<file path="config.mk">
export PLATFORM = sky130hd
export DESIGN_NAME = sb_route_matrix
export DESIGN_NICKNAME = d
export VERILOG_FILES = /design/src/rtl/sb_route_matrix.sv
export SDC_FILE = /design/constraint.sdc
export NUM_CORES = 1
export LEC_CHECK = 0
export BUFFER_PORTS_ARGS = -buffer_cell sky130_fd_sc_hd__buf_2
export CAP_MARGIN = 20
export CORE_AREA = 2 2 96 98
export CTS_CLUSTER_SIZE = 24
export DETAILED_ROUTE_END_ITERATION = 10
export DIE_AREA = 0 0 98 100
export PLACE_DENSITY_LB_ADDON = 0.08
export SYNTH_ARGS = -nofsm -noshare
export SYNTH_HDL_FRONTEND = slang
export SYNTH_HIERARCHICAL = 1
export SYNTH_SLANG_ARGS = --single-unit
</file>
<file path="constraint.sdc">
create_clock -name clk -period 2.4 [get_ports clk]
set_clock_uncertainty 0.1 [all_clocks]
set_input_delay 0.24 -clock clk [delete_from_list [all_inputs] [get_ports clk]]
set_output_delay 0.24 -clock clk [all_outputs]
set_load 0.1 [all_outputs]
</file>
<file path="src/rtl/sb_route_matrix.sv">
// Switch-box routing matrix: four sides of W tracks, each output picks the same
// track index from one of the other three sides, under a serially loaded config.

module sb_route_cell (
    input  logic [1:0] sel,
    input  logic [2:0] cand,   // cand[k] = same track on side (s+k+1)%4
    input  logic       en,
    output logic       out,
    output logic       oe
);
    always_comb begin
        out = 1'b0;
        oe  = 1'b0;
        if (en) begin
            case (sel)
                2'b01:   begin out = cand[0]; oe = 1'b1; end
                2'b10:   begin out = cand[1]; oe = 1'b1; end
                2'b11:   begin out = cand[2]; oe = 1'b1; end
                default: begin out = 1'b0;    oe = 1'b0; end
            endcase
        end
    end
endmodule

module sb_route_matrix #(
    parameter int W       = 4,
    parameter int REG_OUT = 0
) (
    input  logic           clk,
    input  logic           reset,
    input  logic           prgm_b,
    input  logic           cfg_bit,
    input  logic           cfg_valid,
    output logic           cfg_done,
    output logic           cfg_err,
    input  logic [4*W-1:0] sb_in,
    output logic [4*W-1:0] sb_out,
    output logic [4*W-1:0] sb_oe
);
    localparam int CFG_BITS = 8 * W;
    localparam int CW       = $clog2(CFG_BITS + 2);
    localparam logic [CW-1:0] CNT_FULL = CW'(CFG_BITS);
    localparam logic [CW-1:0] CNT_SAT  = CW'(CFG_BITS + 1);

    typedef enum logic [1:0] {
        ST_IDLE   = 2'd0,
        ST_LOAD   = 2'd1,
        ST_ACTIVE = 2'd2,
        ST_ERROR  = 2'd3
    } state_t;

    state_t              state, state_n;
    logic [CFG_BITS-1:0] shadow;
    logic [CFG_BITS-1:0] active;
    logic [CW-1:0]       cnt;

    always_ff @(posedge clk) begin
        if (reset) state <= ST_IDLE;
        else       state <= state_n;
    end

    always_comb begin
        state_n = state;
        case (state)
            ST_LOAD: begin
                if (prgm_b) state_n = (cnt == CNT_FULL) ? ST_ACTIVE : ST_ERROR;
            end
            default: begin
                if (!prgm_b) state_n = ST_LOAD;
            end
        endcase
    end

    // Shadow collects the stream; active only changes on a clean window close.
    always_ff @(posedge clk) begin
        if (reset) begin
            shadow <= '0;
            active <= '0;
            cnt    <= '0;
        end else begin
            if (state != ST_LOAD && state_n == ST_LOAD) begin
                shadow <= '0;
                cnt    <= '0;
            end else if (state == ST_LOAD && !prgm_b && cfg_valid) begin
                shadow <= {shadow[CFG_BITS-2:0], cfg_bit};
                if (cnt != CNT_SAT) cnt <= cnt + 1'b1;
            end
            if (state == ST_LOAD && state_n == ST_ACTIVE) active <= shadow;
            if (state == ST_LOAD && state_n == ST_ERROR)  active <= '0;
        end
    end

    assign cfg_done = (state == ST_ACTIVE);
    assign cfg_err  = (state == ST_ERROR);

    logic [4*W-1:0] route_out, route_oe;
    logic           route_en;
    assign route_en = (state == ST_ACTIVE);

    for (genvar s = 0; s < 4; s++) begin : g_side
        for (genvar t = 0; t < W; t++) begin : g_trk
            sb_route_cell u_cell (
                .sel  (active[2*(s*W+t) +: 2]),
                .cand ({sb_in[((s+3)%4)*W+t], sb_in[((s+2)%4)*W+t], sb_in[((s+1)%4)*W+t]}),
                .en   (route_en),
                .out  (route_out[s*W+t]),
                .oe   (route_oe[s*W+t])
            );
        end
    end

    if (REG_OUT != 0) begin : g_reg
        logic [4*W-1:0] out_q, oe_q;
        always_ff @(posedge clk) begin
            if (reset) begin
                out_q <= '0;
                oe_q  <= '0;
            end else begin
                out_q <= route_out;
                oe_q  <= route_oe;
            end
        end
        assign sb_out = out_q;
        assign sb_oe  = oe_q;
    end else begin : g_comb
        assign sb_out = route_out;
        assign sb_oe  = route_oe;
    end
endmodule

</file>
; After elaboration in Yosys (flattened, before gate mapping)
; Cells that the tools add are included.
[totals]
ff_bits = 72
in_bits = 21
out_inout_bits = 34
elab_cells = 155
[op_classes]
n_addsub = 1
n_eq_ne = 57
n_mux = 68
reduce_logical = 25
[ops]
columns = cell, n
row1 = $eq 2x2->1 const B, 36
row2 = $mux 1, 49
row3 = $pmux 1 s3, 16
row4 = $reduce_or 3->1, 16
row5 = $eq 2x1->1 const B, 18
row6 = $add 6x1->6 const B, 1
row7 = $eq 6x6->1 const B, 1
row8 = $mux 2, 3
row9 = $ne 6x6->1 const B, 1
row10 = $logic_and 1x1->1, 5
row11 = $reduce_or 2->1, 2
row12 = $ne 2x1->1 const B, 1
row13 = $reduce_and 2->1, 1
row14 = $logic_not 1->1, 1

; Longest topological paths before layout
[depth]
ltp_word = 7
mapped_depth = 7
mapped_depth_nobuf = 5

; Hierarchy
; Netlist, hierarchy kept.
[modules_own_cells]
columns = module, n_inst, cells_per_inst, area_each_um2, seq_area_each_um2
row1 = sb_route_matrix, 1, 338, 2800.2, 1441.4
row2 = sb_route_cell, 16, 6, 38.8, 0.0

; Least setup slack after synthesis
; No wires, ideal clock.
[synth_timing]
path_kind = register to output
start = register state[1]
end = output port sb_oe[0]
arrival_time_ns = 3.845
required_time_ns = 2.060
path_slack_ns = -1.785
path_stages_with_launch = 4
path_buffers = 0
path_cell_list = dfxtp_1 > nor2b_1 > inv_1 > nor2_1
[synth_via]
elab_chain_len = 2
[synth_lines]
columns = item, line
row1 = from (decl), 52  ; state_t state, state_n;
row2 = from (signal assigned), 59  ; else state <= state_n;
row3 = $eq 2x2->1, n/a
row4 = net cfg_done, 34  ; output logic cfg_done,
row5 = $mux 1, 14  ; if (en) begin
row6 = to (decl), 38  ; output logic [4*W-1:0] sb_oe
; The timed path passes the listed nets, and every way through them passes these cells.

; Worst setup path in the final report
[layout_timing]
start = register state[0]
end = output port sb_out[12]
[layout_via]
elab_chain_len = 2
[layout_lines]
columns = item, line
row1 = $eq 2x2->1, 98  ; assign route_en = (state == ST_ACTIVE);
row2 = $mux 1, 14
row3 = to (decl), 37  ; output logic [4*W-1:0] sb_out,
; Every way passes these cells.

==> results by stage <==
Clocking:
- The number of clock sinks seen by CTS is 72.
- The clock-pin slew of the registers on the worst-case setup and hold paths is 0.07 ns.
- CTS placed an instance of clkbuf_8 at the clock tree root.
- The clock insertion delay at the later pin of the skew report is roughly 0.34 ns.
- The count of hold buffers inserted by post-cts repair is 0.
- The buffer depth of the longest clock path is 2.
- The H-tree was split into 3 levels.
- Counting the buffers created by CTS gives 9.
- In this run, post-CTS repair resized a total of 0 instances.
- The number of setup buffers added after CTS is 0.
- The TritonCTS clock tree is yes.

Setup path:
- The critical setup path kind is reg2out.
- Together, buffers and inverters on the worst path number 3.
- STA puts the critical path data required time at between 2 and 2.5 ns.
- Counting cells, the worst reg-to-reg path comes to 3.
- The path length in cells of the critical path is 5.
- The worst setup path is captured at an output port.
- In this design, the stage delay of the slowest critical-path cell is between 0.4 and 0.5 ns.
- Walking the worst path, the cells encountered are nor2b_4 > buf_12 > inv_1 > a211oi_4 > buf_2.
- The maximum fanout along the worst path is 17.
- Data on the critical path arrives at its endpoint at 1.81 ns.
- The critical path launch point type is a register.
- The cell with the largest stage delay on the worst path is buf_2.
- Broken down by cell family, the worst path's largest delay share belongs to buffers and inverters.

Drt:
- The routed layout has a little over 3000 vias.
- Dividing the detail-routed wire length by the instance count gives about 14 um.
- Signal routing reaches up to met4.
- After detailed routing, the total wire length is 8520 um.
- The amount of wire on met2 after detailed routing is roughly 3900 um.
- In the routed design, unresolved DRC markers number 0.
- The met3 wirelength from detailed routing is ~370 um.
- For this block, wires on met1 add up to 4110 um.
- For this run, the detailed router's first-pass iteration total came to 4.
- The average via count per standard cell is 5.21.
- The number of routed nets with antenna violations is 0.
- The first routing iteration left approximately 150 violations.

Pwr:
- The net switching share of the total power is about a quarter.
- The maximum resistive drop on vdd is 260 uV.
- The clock group share of total power is between 40% and 50%.
- The internal power summed over all cells is ~1900 uW.
- For this design the ratio of total power to cell area is approximately 600 nW/um2.
- Combinational logic is responsible for about 6.5% of the overall power.
- The analysis attributes to cell leakage a power of between 0.001 and 0.0015 uW.
- The switching power is between 500 and 600 uW.
- In this run, flip-flops and latches consume between 40 and 50% of the power.

Cells and area:
- The fraction of layout instances using a drive strength above 1 is approximately 24%.
- The antenna diode count is 0.
- The number of nets at the end of the flow is about 500.
- Fill cells in the final layout number around 910.
- The post-route core utilization is between 40 and 50%.
- The final design area excluding fillers is between 4000 and 5000 um2.
- The layout overhead on the synthesized area is 22.1%.

Die:
- The floorplan die area is between 9000 and 10000 um2.
- The die span in y is ~100 um.
- The die width is slightly below 100 um.
- For this configuration, the core starts out at a cell density of between 30% and 40%.
- The I/O pin count is 55.
- The initialized floorplan defines 35 standard-cell rows.
- The core footprint is a little under 9000 um2.

STA:
- The post-route worst hold slack is ~0.044 ns.
- The clock period could shrink to 2.15 ns.
- The fraction of the cycle the final worst path needs is just under 90%.
- Setup repair after global routing left no endpoint under its margin.
- Setup violations remaining at the end of the flow were counted as 0.
- The number of hold violations in the final report is 0.
- The maximum clock rate is 465 MHz.
- The final-report max-slew violation count is 0.
- In this run the tightest slew margin relative to its limit is between 50% and 60%.
- At the pin with the least slew margin, the transition time is about 0.7 ns.

Hold path:
- Along the worst hold path, the cell count comes to 3.
- In this run the worst hold path is classified as in2reg.

Synthesis:
- Of all cell types, the one taking the most synthesized area is dfxtp_1.
- The cell count after synthesis is 434.
- The share of the Yosys chip area taken by registers is about 42%.
- The post-synthesis sequential element count is 72.
- The mean cell area of the mapped netlist is 7.88 um2.
- The number of distinct library cell variants in the gate-level netlist after synthesis is 31.
- The total of warnings raised by yosys is 6.
- Synthesis produced a netlist with a net count of 458.
- The mapped netlist covers ~3400 um2.
- By area the synthesized netlist is led by dfxtp_1, a21oi_1, nand2_1.
- The share of the synthesized area in the top cell type is between 40% and 50%.

GRT:
- The number of antenna violations at the first check in global routing is 0.
- The via count of the first global-routing pass is roughly 3000.
- For this run, the total global-route usage over all layers was measured as around 18%.
- Summed over all layers, the global routing overflow is 0.
- Entering global routing, the biggest net connects 37 pins.
- The first global-routing pass estimated roughly 14000 um of wire.

Placement:
- The number of port buffers is 54.
- The cell area reported after detailed placement is just under 4000 um2.
- The placer congestion estimate is 0.767.
- Once detailed placement completed, the half-perimeter wirelength came to around 5800 um.

Run:
- The tool flagged a number of max-cap violations equal to 0.

Outcome:
- The run finished with clean final reports.
state kept, by name (all words and copies together), names as in the netlist:
name,flops
shadow,32
cnt,6
state,2
active,32
kinds of logic after synthesis:
logic type,after synthesis,share of synthesized area (%)
buf+inv,51,6.36
compound gates,113,20.9
mux,18,5.27
fa+ha+maj,3,1.10
simple gates,177,24.2
flops,72,42.1
metal layers:
metal,up-vias,track usage (%)
li1,1576,-
met1,1443,24.9
met2,58,27.4
met3,13,3.55
met4,0,7.91
met5,-,0
power groups by stage:
| stage | Clock, uW | Combinational, uW | Sequential, uW |
|---|---|---|---|
| final | 1150 | 163 | 1200 |
| after global routing | 1230 | 178 | 1200 |
| after CTS | 1180 | 161 | 1200 |
| after detailed placement | 0 | 160 | 1230 |
| after global placement | 0 | 160 | 1230 |
| after floorplan | 0 | 112 | 1230 |
layout make-up:
type / count / area (um2) / share of cell area, %
repair buffers: 62 / 343 / 8.21
multi-input cells: 311 / 1930 / 46.2
clock inverters: 7 / 119 / 2.85
inverters: 21 / 78.8 / 1.89
clock buffers: 9 / 124 / 2.96
flip-flops and latches: 72 / 1440 / 34.5
well taps: 111 / 139 / 3.32
stage by stage:
stage                     cells  setup WS, ns  setup TNS, ns  power (uW)
after floorplan             434       -0.0930          -2.63        1340
after global placement      576         0.445              0        1390
after detailed placement    576         0.380              0        1390
after CTS                   592       0.00108              0        2550
after global routing        593         0.153              0        2620
final                       593         0.252              0        2510
worst reg2reg max path: cells and delay by family, from the launching register on:
kind,cells,cell delay [ns]
AO/OA/AOI/OAI,1,0.14
AND/OR/NAND/NOR,2,0.93
flip-flops,1,0.54
cells in the mapped netlist:
master     instances
a21oi_1           85
clkbuf_1          16
and4bb_2           1
nand3_1            1
nand4_1           32
nor2_1            33
mux2i_1           18
nand4bb_4          1
buf_4              1
a21boi_0           1
or4_1              2
nor4b_4            1
o21ai_0            2
nor2b_1            3
o211ai_1           4
and3b_1            1
inv_1             21
dfxtp_1           72
or3_1              1
buf_2             12
o21a_1             1
buf_6              1
o21ai_2            1
and2_1             1
nor3_1             1
a211oi_2          16
ha_1               3
nand2_1           98
o31ai_1            2
nand3b_1           1
a2111o_1           1
cell usage in the layout (no fill, tap or decap), types with 2 or more instances in the layout:
master	synthesis	routed
o21ai_0	2	2
clkbuf_8	0	9
o211ai_1	4	4
bufinv_16	0	3
ha_1	3	3
a21oi_1	85	85
dfxtp_1	72	71
buf_4	1	7
nor2_2	0	16
nand2_1	98	98
a211oi_4	0	16
clkinvlp_4	0	2
o31ai_1	2	2
nor2_1	33	17
mux2i_1	18	18
nand4_1	32	32
buf_2	12	54
inv_1	21	20
or4_1	2	2
worst paths after layout:
check              from  slack [ns]          to
min reg2reg  shadow[31]        0.36  shadow[31]
max            state[0]        0.25  sb_out[12]
max reg2reg    state[0]        0.62  shadow[14]
min             cfg_bit        0.04   shadow[0]
(Power assumes the default switching activity.)
